===== src/rtl/nspi_pkg.sv =====
// Shared definitions for the nspi transmitter/receiver pair: SPI mode, synchroniser
// depth, receiver FSM states and the bit-position helper used by both directions.
package nspi_pkg;

    typedef enum logic [0:0] {
        MODE0 = 1'b0
    } spi_mode_e;

    typedef enum logic [0:0] {
        RX_IDLE  = 1'b0,
        RX_SHIFT = 1'b1
    } rx_state_e;

    localparam int NSPI_SYNC_STAGES = 2;

    // Word bit that carries serial position 'pos' (0 = first bit on the wire).
    function automatic int nspi_bit_index(input int pos, input int size, input bit msb_first);
        return msb_first ? (size - 1 - pos) : pos;
    endfunction

endpackage


===== src/rtl/nspi_sync.sv =====
// Multi-bit flop-chain synchroniser; each bit is synchronised independently, so a
// multi-bit input is only safe when the bits are sampled under an external strobe.
module nspi_sync
    import nspi_pkg::*;
#(
    parameter int WIDTH = 1
) (
    input  logic             clk,
    input  logic             rst,
    input  logic [WIDTH-1:0] i_async,
    output logic [WIDTH-1:0] o_sync
);

    logic [WIDTH-1:0] r_stage [NSPI_SYNC_STAGES];

    always_ff @(posedge clk) begin
        if (rst) begin
            for (int i = 0; i < NSPI_SYNC_STAGES; i++) begin
                r_stage[i] <= '0;
            end
        end else begin
            r_stage[0] <= i_async;
            for (int i = 1; i < NSPI_SYNC_STAGES; i++) begin
                r_stage[i] <= r_stage[i-1];
            end
        end
    end

    assign o_sync = r_stage[NSPI_SYNC_STAGES-1];

endmodule


===== src/rtl/nspi_rx.sv =====
// Multi-lane SPI mode-0 receiver: oversampled spi_clk, bit-count framing, one word per lane.
// Optional idle-timeout abort of partial frames is enabled by defining NSPI_RX_TIMEOUT_EN.
module nspi_rx
    import nspi_pkg::*;
#(
    parameter int CHANNEL_NUMBER = 2,
    parameter int SPI_SIZE       = 8,
    parameter int MSB_FIRST      = 1,
    parameter int TIMEOUT_CYCLES = 64
) (
    input  logic                      clk,
    input  logic                      rst,
    input  logic                      spi_clk,
    input  logic [CHANNEL_NUMBER-1:0] spi_mosi,
    output logic [SPI_SIZE-1:0]       data_out [CHANNEL_NUMBER],
    output logic                      rx_valid,
    output logic                      rx_busy,
    output logic                      rx_abort
);

    localparam int                CNT_W    = (SPI_SIZE > 1) ? $clog2(SPI_SIZE) : 1;
    localparam logic [CNT_W-1:0]  LAST_BIT = CNT_W'(SPI_SIZE - 1);

    logic                      w_clk_s2;
    logic                      r_clk_s3;
    logic                      w_rise;
    logic [CHANNEL_NUMBER-1:0] w_mosi_s2;
    logic [CNT_W-1:0]          r_bit_cnt;
    rx_state_e                 r_state;
    rx_state_e                 w_state_next;
    logic                      w_complete;
    logic                      w_abort;
    logic                      r_valid;
    logic [SPI_SIZE-1:0]       w_word_next [CHANNEL_NUMBER];

    nspi_sync #(.WIDTH(1)) u_sync_clk (
        .clk     (clk),
        .rst     (rst),
        .i_async (spi_clk),
        .o_sync  (w_clk_s2)
    );

    nspi_sync #(.WIDTH(CHANNEL_NUMBER)) u_sync_mosi (
        .clk     (clk),
        .rst     (rst),
        .i_async (spi_mosi),
        .o_sync  (w_mosi_s2)
    );

    always_ff @(posedge clk) begin
        if (rst) begin
            r_clk_s3 <= 1'b0;
        end else begin
            r_clk_s3 <= w_clk_s2;
        end
    end

    assign w_rise = w_clk_s2 & ~r_clk_s3;

`ifdef NSPI_RX_TIMEOUT_EN
    localparam int               IDLE_W    = (TIMEOUT_CYCLES > 1) ? $clog2(TIMEOUT_CYCLES) : 1;
    localparam logic [IDLE_W-1:0] IDLE_LAST = IDLE_W'(TIMEOUT_CYCLES - 1);

    logic [IDLE_W-1:0] r_idle_cnt;
    logic              r_abort;

    assign w_abort = (r_state == RX_SHIFT) && !w_rise && (r_idle_cnt == IDLE_LAST);

    always_ff @(posedge clk) begin
        if (rst || (r_state != RX_SHIFT) || w_rise) begin
            r_idle_cnt <= '0;
        end else if (r_idle_cnt != IDLE_LAST) begin
            r_idle_cnt <= r_idle_cnt + 1'b1;
        end
    end

    always_ff @(posedge clk) begin
        if (rst) begin
            r_abort <= 1'b0;
        end else begin
            r_abort <= w_abort;
        end
    end

    assign rx_abort = r_abort;
`else
    assign w_abort  = 1'b0;
    assign rx_abort = 1'b0;
`endif

    always_ff @(posedge clk) begin
        if (rst) begin
            r_state <= RX_IDLE;
        end else begin
            r_state <= w_state_next;
        end
    end

    always_comb begin
        w_state_next = r_state;
        w_complete   = 1'b0;
        case (r_state)
            RX_IDLE: begin
                if (w_rise) begin
                    w_state_next = RX_SHIFT;
                end
            end
            RX_SHIFT: begin
                if (w_rise && (r_bit_cnt == LAST_BIT)) begin
                    w_complete   = 1'b1;
                    w_state_next = RX_IDLE;
                end else if (w_abort) begin
                    w_state_next = RX_IDLE;
                end
            end
            default: w_state_next = RX_IDLE;
        endcase
    end

    always_ff @(posedge clk) begin
        if (rst || w_abort) begin
            r_bit_cnt <= '0;
        end else if (w_rise) begin
            r_bit_cnt <= (r_bit_cnt == LAST_BIT) ? '0 : r_bit_cnt + 1'b1;
        end
    end

    // The final bit goes straight into data_out, so each lane stores only SPI_SIZE-1 bits.
    genvar gi;
    generate
        for (gi = 0; gi < CHANNEL_NUMBER; gi++) begin : g_lane
            logic [SPI_SIZE-2:0] r_shift;
            logic [SPI_SIZE-2:0] w_shift_next;

            if (MSB_FIRST != 0) begin : g_msb
                assign w_word_next[gi] = {r_shift, w_mosi_s2[gi]};
                assign w_shift_next    = w_word_next[gi][SPI_SIZE-2:0];
            end else begin : g_lsb
                assign w_word_next[gi] = {w_mosi_s2[gi], r_shift};
                assign w_shift_next    = w_word_next[gi][SPI_SIZE-1:1];
            end

            always_ff @(posedge clk) begin
                if (rst || w_abort) begin
                    r_shift <= '0;
                end else if (w_rise) begin
                    r_shift <= w_shift_next;
                end
            end
        end
    endgenerate

    always_ff @(posedge clk) begin
        if (rst) begin
            for (int c = 0; c < CHANNEL_NUMBER; c++) begin
                data_out[c] <= '0;
            end
            r_valid <= 1'b0;
        end else begin
            if (w_complete) begin
                for (int c = 0; c < CHANNEL_NUMBER; c++) begin
                    data_out[c] <= w_word_next[c];
                end
            end
            r_valid <= w_complete;
        end
    end

    assign rx_valid = r_valid;
    assign rx_busy  = (r_state == RX_SHIFT);

endmodule


===== config.mk =====
export PLATFORM = sky130hd
export DESIGN_NAME = nspi_rx
export DESIGN_NICKNAME = d
export VERILOG_FILES = /design/src/rtl/nspi_pkg.sv /design/src/rtl/nspi_sync.sv /design/src/rtl/nspi_rx.sv
export SDC_FILE = /design/constraint.sdc
export NUM_CORES = 1
export LEC_CHECK = 0
export CORE_MARGIN = 5
export CORE_UTILIZATION = 55
export DETAILED_ROUTE_END_ITERATION = 10
export GPL_ROUTABILITY_DRIVEN = 0
export PLACE_DENSITY = 0.82
export SETUP_SLACK_MARGIN = 0.02
export SLEW_MARGIN = 20
export SYNTH_ARGS = -nofsm -noshare
export SYNTH_HDL_FRONTEND = slang
export SYNTH_SLANG_ARGS = --single-unit

===== constraint.sdc =====
create_clock -name clk -period 2.62 [get_ports clk]
set_input_delay 0.524 -clock clk [delete_from_list [all_inputs] [get_ports clk]]
set_output_delay 0.524 -clock clk [all_outputs]
set_load 0.005 [all_outputs]

==> results of run 1 <==
## flip-flops by register name, indices dropped and copies added (netlist names)
| name | count |
|---|---|
| data_out | 16 |
| r_clk_s3 | 1 |
| rx_busy | 1 |
| u_sync_clk.r_stage | 2 |
| g_lane.r_shift | 14 |
| u_sync_mosi.r_stage | 4 |
| rx_valid | 1 |
| r_bit_cnt | 3 |
## layer usage
metal / part of all wire [%] / routed length (um)
met1: 44 / 1130
met5: 0 / 0
met4: 2.1 / 54
met2: 48 / 1240
met3: 5.4 / 139
## cell families (layout without fill, tap and decap cells)
group | Yosys count | after routing | share of synthesized area, %
buffers and inverters | 12 | 32 | 6.02
flip-flops | 42 | 42 | 55.4
other | 1 | 1 | 0.247
multiplexers | 1 | 1 | 0.660
AND/OR/NAND/NOR | 79 | 79 | 22.6
adder cells (fa/ha/maj) | 2 | 2 | 1.65
AO/OA/AOI/OAI | 33 | 33 | 13.4
## layout make-up
class                   count  area share [%]
repair buffers             24            13.2
flip-flops and latches     42            47.3
well taps                  31            2.18
multi-input cells         116            32.9
clock buffers               8            4.43
## worst paths after layout
check	start	to	slack [ps]	cells past startpoint
worst min register to register	u_sync_mosi.r_stage[0][1]$_SDFF_PP0_	u_sync_mosi.r_stage[0][3]$_SDFF_PP0_	450	1
worst max-delay path	rx_busy$_SDFF_PP0_	rx_busy	820	1
worst min-delay path	u_sync_mosi.r_stage[0][1]$_SDFF_PP0_	u_sync_mosi.r_stage[0][3]$_SDFF_PP0_	450	1
worst max register to register	r_bit_cnt[0]$_SDFFE_PP0P_	data_out[12]$_SDFFE_PP0P_	950	5
## where the power goes
group | switching [mW] | total, mW | internal [mW]
logic | 0.0209 | 0.0349 | 0.0139
clock network | 0.192 | 0.375 | 0.183
registers | 0.00410 | 0.649 | 0.645
total | 0.217 | 1.06 | 0.843
## cell usage in the layout (no fill, tap or decap)
master and count:
clkbuf_8 3, conb_1 1, ha_1 2, a21oi_2 10, nor2b_1 7, clkdlybuf4s50_1 22
nand2_1 62, buf_4 2, mux2i_1 1, and2b_1 1, a21oi_1 22, nand2_2 2
nor2_1 4, nand4b_2 1, clkbuf_4 5, o21ai_0 1, and4b_1 1, nand2b_1 1
dfxtp_1 42
==> results_dict.tcl, run 1 <==
set metrics [dict create \
    hold_buffers 0 \
    crit_required_ps 2100 \
    avgRoutedWirePerCell_um 11.6 \
    dpl.hpwl_um 1740 \
    initial_utilization_pct 56.0 \
    synth_area_leaders "dfxtp_1, nand2_1, a21oi_1" \
    dieArea_mm2 0.00391 \
    wirelength_um 2570 \
    cts_tree "yes" \
    vias 1104 \
    maxSlewHeadroom_pct 58.3 \
    fp.dieH_um 62.5 \
    synth_top_area_share_pct 55.4 \
    synth-edff-count 0 \
    grt_usage_pct 14.4 \
    path_class "reg2out" \
    start_kind "flip-flop" \
    root_buffer "clkbuf_4" \
    grt_pass1_vias 1046 \
    setup_viol 0 \
    hold_viol 0 \
    fmax_mhz 555 \
    clk_latency_ps 350 \
    synth.most_common_cell "nand2_1" \
    grt-busiest-layer "met2" \
    finalMaxSlewViolations 0 \
    final_cells 221 \
    area_growth_pct 17.2 \
    crit_buf_inv 1 \
    vias_per_cell 5.00 \
    syn_area_per_cell_um2 8.92 \
    peakVddDrop_mv 0.489 \
    arrival_ps 1280 \
    antenna_found_initial 0 \
    status "complete, no violations" \
    worst_pin_slew_ps 625 \
    layout_setup_ws_ps 820 \
    area.sequential_um2 841 \
    cts_sinks 42 \
    num_io_pins 24 \
    htreeDepth 2 \
    fin_worst_hold_slack_ps 450 \
    yosys.area.top_type "dfxtp_1" \
    min_path_type "reg2reg" \
    fin_total_pwr_mw 1.06 \
    fin_crit_ps 1800 \
    ys.flop_type "dfxtp_1" \
    synth.net_count 177 \
    endpoint_kind "primary output" \
    cts_resized 0 \
    postRouteAntennaNets 0 \
    ys_ff_latch 42 \
    rows 19 \
    cts_setup_buffers 0 \
    ys_seq_area_share_pct 55.4 \
    drt_iter0_drc 43 \
    finalNetCount 196 \
    p_per_area_mw_per_mm2 596 \
    antenna_cells 0 \
    grt_max_degree 29 \
    tns_ps 0 \
    critPathSlowestCell "clkdlybuf4s50_1" \
    first_pass_iters 5 \
    synthesis.area_mm2 0.00152 \
    use_met1_pct 16.5 \
    multi_input_area_um2 584 \
    synth_cells 170 \
    ctsLongestPathBuffers 2 \
    synth_commonest_cells "nand2_1, dfxtp_1, a21oi_1" \
    async_flop_share_pct 0 \
    postPlaceCellArea_mm2 0.00170 \
    cts_made_buffers 5 \
    fin_crit_sh_pct 68.7 \
    crit_fanout 4 \
    p_leak_nw 0.618 \
    drive_gt1_share_pct 12.1 \
    cap_violations 0 \
    overflow 0 \
    worstPathCellList "clkdlybuf4s50_1" \
    grt_setup_unrepaired "false" \
    die-width_um 62.5 \
    port_buffers 22 \
    clk_pin_slew_ps 100 \
    fin_worst_skew_ps 11.7 \
    place_inst 213 \
    utilization_pct 65.6 \
    critPathMaxStageDelay_ps 530 \
    grt_first_pass_wirelength_um 4550 \
    final_area_mm2 0.00178 \
    fillers 228 \
    place_ws_ps 917 \
    cp_top_family "buffers and inverters" \
    gr-usage-met3_pct 6.29 \
    yosysWarnings 0 \
    drc 0 \
    core-area_mm2 0.00271 \
    met2_usage_pct 23.1 \
    yosysUniqueCellTypes 22 \
]
No activity file was read; power rests on OpenSTA's default activity.
==> inputs of run 2 (changes only) <==
- CORE_UTILIZATION: 55 -> 46
- PLACE_DENSITY: 0.82 -> 0.73
- clock period: 2.62 -> 1.5 ns (I/O delays scaled with it)
==> results_dict.tcl, run 2 (synthesized netlist as in run 1, its figures left out) <==
set metrics [dict create \
    ctsLongestPathBuffers 2 \
    largest_reg_flops 16 \
    clk_latency_ps 340 \
    status "complete, no violations" \
    cts_sinks 42 \
    fin_crit_sh_pct 91.6 \
    area_growth_pct 25.2 \
    dieArea_mm2 0.00454 \
    postPlaceCellArea_mm2 0.00179 \
    tns_ps 0 \
    finalNetCount 204 \
    cts_tree "yes" \
    power.switching_uw 376 \
    final_common_cell "nand2_1" \
    root_buffer "clkbuf_4" \
    fin_worst_skew_ps 15.6 \
    top_register "data_out" \
    hold_viol 0 \
    drc 0 \
    combPwrFrac_pct 4.0 \
    min_path_type "reg2reg" \
    fin_worst_hold_slack_ps 445 \
    cap_violations 0 \
    pwr-share-seq_pct 59.8 \
    wirelength_um 2580 \
    cp_top_family "adder cells" \
    peakVddDrop_mv 0.622 \
    fp.dieH_um 67.4 \
    vias_per_cell 4.69 \
    cp_common_cell "ha_1" \
    hold_buffers 0 \
    postRouteAntennaNets 0 \
    crit_required_ps 1770 \
    internal_power_mw 1.52 \
    sw_frac_of_total_pct 19.9 \
    start_kind "flip-flop" \
    worstPathCellList "ha_1 > ha_1 > buf_4 > nand4b_2 > buf_6 > nand2_1 > a21oi_1" \
    clkPwrFrac_pct 36.2 \
    rows 20 \
    core-area_mm2 0.00310 \
    crit_fanout 9 \
    final_cells 242 \
    place_inst 232 \
    first_pass_iters 4 \
    vias 1136 \
    finalMaxSlewViolations 0 \
    fmax_mhz 728 \
    antenna_cells 0 \
    port_buffers 22 \
    num_io_pins 24 \
    crit_buf_inv 2 \
    overflow 0 \
    setup_viol 0 \
    dpl.hpwl_um 1790 \
    grt_max_degree 25 \
    top_regs "data_out (16), g_lane.r_shift (14), u_sync_mosi.r_stage (4)" \
    grt_usage_pct 13.8 \
    die-width_um 67.4 \
    endpoint_kind "flip-flop" \
    layout_setup_ws_ps 126 \
    p_leak_nw 0.800 \
    clk_pin_slew_ps 120 \
    critPathMaxStageDelay_ps 340 \
    final_cell_mix "nand2_1, dfxtp_1, a21oi_1, dfxtp_2, dlygate4sd2_1" \
    grt_setup_unrepaired "false" \
    antenna_found_initial 0 \
    critPathSlowestCell "dfxtp_1" \
    avgRoutedWirePerCell_um 10.6 \
    p_per_area_mw_per_mm2 997 \
    grt_pass1_vias 1114 \
    final_area_mm2 0.00190 \
    path_class "reg2reg" \
    fin_total_pwr_mw 1.89 \
    drive_gt1_share_pct 24.2 \
    drt_iter0_drc 44 \
    place_ws_ps -95.7 \
    grt_first_pass_wirelength_um 4640 \
    arrival_ps 1650 \
    cts_made_buffers 5 \
    initial_utilization_pct 48.9 \
    utilization_pct 61.2 \
    fin_crit_ps 1370 \
    htreeDepth 2 \
]
## run 2: final timing paths
check | startpoint | end | cells past startpoint | slack [ps]
setup / recovery | r_bit_cnt[0]$_SDFFE_PP0P_ | data_out[7]$_SDFFE_PP0P_ | 7 | 130
hold / removal | u_sync_mosi.r_stage[0][0]$_SDFF_PP0_ | u_sync_mosi.r_stage[0][2]$_SDFF_PP0_ | 1 | 450
setup reg to reg | r_bit_cnt[0]$_SDFFE_PP0P_ | data_out[7]$_SDFFE_PP0P_ | 7 | 130
hold reg to reg | u_sync_mosi.r_stage[0][0]$_SDFF_PP0_ | u_sync_mosi.r_stage[0][2]$_SDFF_PP0_ | 1 | 450
## run 2: what timing repair did
action / 4_1_cts / 5_1_grt
resized for setup: 33 / 7
setup endpoints to repair: 33 / 13
setup buffers: 2 / 0
hold endpoints to repair: 0 / 0
## run 2: per-layer routing
layer / track usage, % / wire length, um / vias up
li1: - / - / 597
met3: 4.33 / 163 / 5
met4: 7.59 / 52 / 0
met2: 24.2 / 1290 / 22
met5: 0 / 0 / -
met1: 14.6 / 1070 / 512
## run 2: layout make-up
type | instances | area [um^2]
multi-input cells | 116 | 588
well taps | 44 | 55.1
fillers | 275 | 1200
repair buffers | 32 | 317
flip-flops and latches | 42 | 863
clock buffers | 7 | 45.0
clock inverters | 1 | 30.0
## run 2: power by group through the flow
stage	clock, mW	sequential, mW	combinational (mW)
2_1_floorplan	0	1.16	0.0446
3_3_place_gp	0	1.16	0.0719
3_5_place_dp	0	1.16	0.0735
4_1_cts	0.703	1.13	0.0757
5_1_grt	0.763	1.14	0.0831
6_report	0.685	1.13	0.0751
